`src/rtl/sub_pkg.sv`:
```
// Shared types and helpers for the bit-serial subtractor.
// The optional signed-overflow output is controlled by SUB_OVERFLOW_EN (see top).
package sub_pkg;

    typedef enum logic [1:0] {
        ST_IDLE  = 2'd0,
        ST_SHIFT = 2'd1,
        ST_DONE  = 2'd2
    } state_t;

    // Bit counter width; never below 1 so the counter vector stays legal.
    function automatic int cnt_w(input int width);
        return (width < 2) ? 1 : $clog2(width);
    endfunction

endpackage

```
`src/rtl/serial_subtractor4_if.sv`:
```
// Operand/result handshake bundle for serial_subtractor4.
// The ovf signal exists only when SUB_OVERFLOW_EN is defined.
interface serial_subtractor4_if #(
    parameter int WIDTH = 4
);
    logic             start;
    logic [WIDTH-1:0] A;
    logic [WIDTH-1:0] B;
    logic             Bin;
    logic             busy;
    logic             done;
    logic [WIDTH-1:0] D;
    logic             Bout;
`ifdef SUB_OVERFLOW_EN
    logic             ovf;
`endif

    modport master (
        output start, A, B, Bin,
`ifdef SUB_OVERFLOW_EN
        input  ovf,
`endif
        input  busy, done, D, Bout
    );

    modport slave (
        input  start, A, B, Bin,
`ifdef SUB_OVERFLOW_EN
        output ovf,
`endif
        output busy, done, D, Bout
    );

endinterface

```
`src/rtl/full_subtractor.sv`:
```
// Combinational one-bit full subtractor: d = a - b - bin, with borrow-out.
module full_subtractor (
    input  logic a,
    input  logic b,
    input  logic bin,
    output logic d,
    output logic bout
);

    logic w_axb;

    assign w_axb = a ^ b;
    assign d     = w_axb ^ bin;
    assign bout  = (~a & b) | (~w_axb & bin);

endmodule

```
`src/rtl/serial_subtractor4.sv`:
```
// Bit-serial subtractor D = A - B - Bin, LSB first, behind a start/busy/done handshake.
// Define SUB_OVERFLOW_EN to add the signed-overflow output ovf.
module serial_subtractor4
    import sub_pkg::*;
#(
    parameter int WIDTH = 4
) (
    input  logic                 clk,
    input  logic                 rst_n,
    serial_subtractor4_if.slave  bus
);

    localparam int                CNT_W = cnt_w(WIDTH);
    localparam logic [CNT_W-1:0]  LAST  = CNT_W'(WIDTH - 1);

    state_t             r_state;
    state_t             w_next;
    logic [CNT_W-1:0]   r_cnt;
    logic [WIDTH-1:0]   r_a;
    logic [WIDTH-1:0]   r_b;
    logic               r_br;
    logic [WIDTH-1:0]   r_dsh;
    logic [WIDTH-1:0]   r_d;
    logic               r_bout;

    logic               w_accept;
    logic               w_shift;
    logic               w_last;
    logic               w_busy;
    logic               w_done;
    logic               w_d;
    logic               w_bout;

    full_subtractor u_cell (
        .a    (r_a[0]),
        .b    (r_b[0]),
        .bin  (r_br),
        .d    (w_d),
        .bout (w_bout)
    );

    always_ff @(posedge clk or negedge rst_n) begin
        if (!rst_n) begin
            r_state <= ST_IDLE;
        end else begin
            r_state <= w_next;
        end
    end

    always_comb begin
        w_next   = r_state;
        w_accept = 1'b0;
        w_shift  = 1'b0;
        w_last   = 1'b0;
        w_busy   = 1'b0;
        w_done   = 1'b0;
        case (r_state)
            ST_IDLE: begin
                if (bus.start) begin
                    w_accept = 1'b1;
                    w_next   = ST_SHIFT;
                end
            end
            ST_SHIFT: begin
                w_busy  = 1'b1;
                w_shift = 1'b1;
                if (r_cnt == LAST) begin
                    w_last = 1'b1;
                    w_next = ST_DONE;
                end
            end
            ST_DONE: begin
                w_done = 1'b1;
                w_next = ST_IDLE;
            end
            default: begin
                w_next = ST_IDLE;
            end
        endcase
    end

    always_ff @(posedge clk or negedge rst_n) begin
        if (!rst_n) begin
            r_cnt  <= '0;
            r_a    <= '0;
            r_b    <= '0;
            r_br   <= 1'b0;
            r_dsh  <= '0;
        end else if (w_accept) begin
            r_cnt  <= '0;
            r_a    <= bus.A;
            r_b    <= bus.B;
            r_br   <= bus.Bin;
            r_dsh  <= '0;
        end else if (w_shift) begin
            r_cnt  <= r_cnt + CNT_W'(1);
            r_a    <= {1'b0, r_a[WIDTH-1:1]};
            r_b    <= {1'b0, r_b[WIDTH-1:1]};
            r_br   <= w_bout;
            r_dsh  <= {w_d, r_dsh[WIDTH-1:1]};
        end
    end

    // Visible result only changes on the final shift, never bit-by-bit.
    always_ff @(posedge clk or negedge rst_n) begin
        if (!rst_n) begin
            r_d    <= '0;
            r_bout <= 1'b0;
        end else if (w_last) begin
            r_d    <= {w_d, r_dsh[WIDTH-1:1]};
            r_bout <= w_bout;
        end
    end

`ifdef SUB_OVERFLOW_EN
    // Operand sign bits are kept aside because the shift regs lose them.
    logic r_a_msb;
    logic r_b_msb;
    logic r_ovf;

    always_ff @(posedge clk or negedge rst_n) begin
        if (!rst_n) begin
            r_a_msb <= 1'b0;
            r_b_msb <= 1'b0;
            r_ovf   <= 1'b0;
        end else begin
            if (w_accept) begin
                r_a_msb <= bus.A[WIDTH-1];
                r_b_msb <= bus.B[WIDTH-1];
            end
            if (w_last) begin
                r_ovf <= (r_a_msb != r_b_msb) && (w_d != r_a_msb);
            end
        end
    end

    assign bus.ovf = r_ovf;
`endif

    assign bus.busy = w_busy;
    assign bus.done = w_done;
    assign bus.D    = r_d;
    assign bus.Bout = r_bout;

endmodule
```
`src/flat_wrapper.sv`:
```
// flat-port wrapper written by rule: the top's interface ports become plain ports
module serial_subtractor4_flat import sub_pkg::*;
#(
    parameter int WIDTH = 4
)
  (clk, rst_n, bus_start, bus_A, bus_B, bus_Bin, bus_busy, bus_done, bus_D, bus_Bout);
  serial_subtractor4_if #(.WIDTH(WIDTH)) bus_i ();
  input  logic clk;
  input  logic rst_n;
  input wire logic [$bits(bus_i.start)-1:0] bus_start;
  input wire logic [$bits(bus_i.A)-1:0] bus_A;
  input wire logic [$bits(bus_i.B)-1:0] bus_B;
  input wire logic [$bits(bus_i.Bin)-1:0] bus_Bin;
  output wire logic [$bits(bus_i.busy)-1:0] bus_busy;
  output wire logic [$bits(bus_i.done)-1:0] bus_done;
  output wire logic [$bits(bus_i.D)-1:0] bus_D;
  output wire logic [$bits(bus_i.Bout)-1:0] bus_Bout;
  assign bus_i.start = bus_start;
  assign bus_i.A = bus_A;
  assign bus_i.B = bus_B;
  assign bus_i.Bin = bus_Bin;
  assign bus_busy = bus_i.busy;
  assign bus_done = bus_i.done;
  assign bus_D = bus_i.D;
  assign bus_Bout = bus_i.Bout;
  serial_subtractor4 #(.WIDTH(WIDTH)) u_core (.clk(clk), .rst_n(rst_n), .bus(bus_i));
endmodule
```
`config.mk`:
```
export PLATFORM = sky130hd
export DESIGN_NAME = serial_subtractor4_flat
export DESIGN_NICKNAME = d
export VERILOG_FILES = /design/src/rtl/sub_pkg.sv /design/src/rtl/serial_subtractor4_if.sv /design/src/rtl/full_subtractor.sv /design/src/rtl/serial_subtractor4.sv /design/src/flat_wrapper.sv
export SDC_FILE = /design/constraint.sdc
export NUM_CORES = 1
export LEC_CHECK = 0
export CORE_MARGIN = 2
export CORE_UTILIZATION = 40
export DETAILED_ROUTE_END_ITERATION = 6
export PLACE_DENSITY = 0.61
export SYNTH_ARGS = -nofsm -noshare
export SYNTH_HDL_FRONTEND = slang
export SYNTH_SLANG_ARGS = --single-unit
```
`constraint.sdc`:
```
create_clock -name clk -period 2 [get_ports clk]
set_input_delay 0.2 -clock clk [delete_from_list [all_inputs] [get_ports clk]]
set_output_delay 0.2 -clock clk [all_outputs]
set_load 0.01 [all_outputs]
```
==> results of run 1 <==
==> cells in the final DEF, fill, tap and decap left out <==
cell type | Yosys | layout
nand2_1 | 1 | 1
a222oi_1 | 2 | 2
mux2i_1 | 1 | 1
clkbuf_1 | 0 | 1
a211oi_1 | 5 | 5
ha_1 | 1 | 1
nand4bb_1 | 1 | 1
mux2_2 | 5 | 5
nor3b_1 | 5 | 5
and2b_1 | 1 | 1
a22o_1 | 4 | 4
a21oi_1 | 1 | 1
inv_1 | 11 | 11
o311ai_1 | 1 | 1
a32o_1 | 1 | 1
nor2b_4 | 1 | 1
nand3b_4 | 1 | 1
o21bai_4 | 1 | 1
clkdlybuf4s50_1 | 0 | 18
fa_1 | 1 | 1
nor4b_1 | 5 | 5
clkbuf_4 | 0 | 3
buf_4 | 0 | 3
dfrtp_1 | 21 | 21
nor2_1 | 3 | 3
==> kinds of logic after synthesis <==
group | after synthesis | share of synthesized area (%)
adders and majority gates | 2 | 3.24
and+or+nand+nor | 18 | 14.8
DFF | 21 | 52.3
AOI/OAI and AO/OA | 15 | 13.4
buffers and inverters | 17 | 9.59
muxes | 6 | 6.60
==> worst paths after layout <==
check | from | endpoint | slack [ns] | cells after the start
min in group clk | u_core.r_b[3] | u_core.r_b[3] | 0.51 | 1
min | rst_n | u_core.r_dsh[3] | 0.23 | 2
max | u_core.r_state[0] | bus_busy | 0.17 | 2
min reg2reg | u_core.r_b[3] | u_core.r_b[3] | 0.51 | 1
max reg2reg | u_core.r_state[0] | u_core.r_br | 0.68 | 3
max in group asynchronous | rst_n | u_core.bus.D[1] | 1.55 | 2
==> power groups by stage <==
stage,Combinational [mW],Clock (mW),Sequential (mW)
global placement,0.871,0,0.741
global route,0.970,0.225,0.763
floorplan,0.676,0,0.731
detailed placement,0.883,0,0.751
CTS,0.890,0.210,0.740
finish,0.872,0.198,0.737
==> cell usage after synthesis (all sizes together) <==
| master | instances | area [µm²] |
|---|---|---|
| dfrtp | 21 | 526 |
| fa | 1 | 20.0 |
| ha | 1 | 12.5 |
| buf | 6 | 55.1 |
| a22o | 4 | 35.0 |
| a211oi | 5 | 37.5 |
| mux2 | 5 | 56.3 |
| a32o | 1 | 10.0 |
| mux2i | 1 | 10.0 |
| o21bai | 1 | 18.8 |
| a21oi | 1 | 5.00 |
| a222oi | 2 | 20.0 |
| nor2b | 1 | 13.8 |
| nand3b | 1 | 20.0 |
| nor2 | 3 | 11.3 |
| and2b | 1 | 7.51 |
| nor4b | 5 | 43.8 |
| inv | 11 | 41.3 |
| nand4bb | 1 | 11.3 |
| nand2 | 1 | 3.75 |
| nor3b | 5 | 37.5 |
| o311ai | 1 | 8.76 |
==> final cells by class <==
class                   count  area [µm²]
fillers                   240        1220
flip-flops and latches     21         526
multi-input cells          41         383
repair buffers             21         203
inverters                  11        41.3
well taps                  30        37.5
clock buffers               4        26.3
==> through the flow <==
| step | hold WS, ns | instances |
|---|---|---|
| CTS | 0.230 | 128 |
| global placement | 0.477 | 124 |
| detailed placement | 0.484 | 124 |
| global route | 0.234 | 128 |
| finish | 0.228 | 128 |
| floorplan | -0.0956 | 79 |
==> state kept, by name, indices dropped and copies added (netlist names) <==
register         count
u_core.r_cnt         2
u_core.bus.Bout      1
u_core.r_br          1
u_core.r_b           4
u_core.r_state       2
u_core.r_a           4
u_core.bus.D         4
u_core.r_dsh         3
==> worst reg2reg max path, stage by stage, from the launching register on <==
cell,delay [ns]
dfrtp_1,0.46
buf_4,0.23
and2b_1,0.23
a222oi_1,0.29
==> per-layer routing <==
metal	wire length, µm	GRT usage [%]
met1	853	18.9
met2	786	22.4
met3	66	5.00
met4	25	5.00
met5	0	0
==> results.cfg, run 1 <==
[status]
status = complete, no violations

[pwr]
swShare_pct = 35.1
p_int_mw = 1.17
power_frac_comb_pct = 48.3
seqPwrFrac_pct = 40.8
p_sw_mw = 0.633
p_leak_nw = 0.548
total_power_mw = 1.81
powerDensity_nw_per_um2 = 1490
p_clk_share_pct = 10.9
ir_drop_mv = 0.915

[grt]
globalRoute.totalOverflow = 0
grt_pass1_vias = 658
grt_antenna_before_repair = 0
grt_use_total_pct = 14.5
grt_pass1_wl_mm = 2.93
grt_max_degree = 22

[synthesis]
syn-num-nets = 93
ys_types = 23
synthCells = 79
synth-seq-area-share_pct = 52.3
ys_ff_latch = 21
ys_warn_count = 0
avgSynthCellArea_um2 = 12.7
syn_area_um2 = 1000

[clock_network]
cts_buffer_depth = 2
cts_buffers = 3
clock_latency_ns = 0.30
post_cts_buffers = 0
clock-sinks = 21
cts_tree = done
htreeDepth = 1
cts_hold_buf = 0
clk_pin_slew_ns = 0.11
clockRootBuffer = clkbuf_4
cts_resized = 0

[final_layout]
stdcell_area_um2 = 1220
final_util_pct = 50.0
syn2layout_area_growth_pct = 21.0
finalNetCount = 113
diodes = 0
layout-drive-gt1-share_pct = 14.3

[routing]
ant_nets = 0
viasPerCell = 5.08
wl_per_cell_um = 13.5
wl_mm = 1.73
vias = 650
drc = 0
drtIter0Drc = 9
firstDrtPassIters = 4

[timing]
fin_ws_ns = 0.166
fmax_mhz = 545
slew_headroom_pct = 75.3
finalCriticalPeriod_ns = 1.83
fin_skew_ns = 0.00907
worstMarginPinSlew_ns = 0.369
min_period_over_period_pct = 91.7
fin_setup_tns_ns = 0
hold_violations = 0
setup_viol = 0
rsz0062_at_grt = no
drv_slew = 0

[job]
maxCapViolations = 0

[place]
hpwl_mm = 1.25
finalWeightedCongestion = 0.820
post-place-ws_ns = 0.487
portBuffers = 18
postPlaceCellArea_um2 = 1190

[setup_path]
start_kind = flop
worstPathRequired_ns = 1.80
worstPathArrival_ns = 1.63
critical_path.top_delay_family = buffers and inverters
max_stage_delay_ns = 0.58
critPathKind = reg -> out
worst-path-buf-inv = 1
crit_path_cell_trace = nor2b_4, clkdlybuf4s50_1
critPathMaxFanout = 8
cp_slowest_cell = clkdlybuf4s50_1
endpoint_kind = output pin

[min_path]
hold_path.class = in -> async

[floorplan]
die-area_um2 = 2930
start_util_pct = 41.3
core_um2 = 2430
rows = 18
dieWidth_um = 54.1
pin_count = 19
die_y_um = 54.1
(Power assumes the default switching activity.)
==> run 2, diff against run 1 <==
--- a/config.mk
+++ b/config.mk
@@ -9,6 +9,7 @@
 export CORE_UTILIZATION = 40
 export DETAILED_ROUTE_END_ITERATION = 6
 export PLACE_DENSITY = 0.61
+export SKIP_LAST_GASP = 1
 export SYNTH_ARGS = -nofsm -noshare
 export SYNTH_HDL_FRONTEND = slang
 export SYNTH_SLANG_ARGS = --single-unit
==> results of run 2 <==
No change in the layout: final DEF, timing and power equal those of run 1.
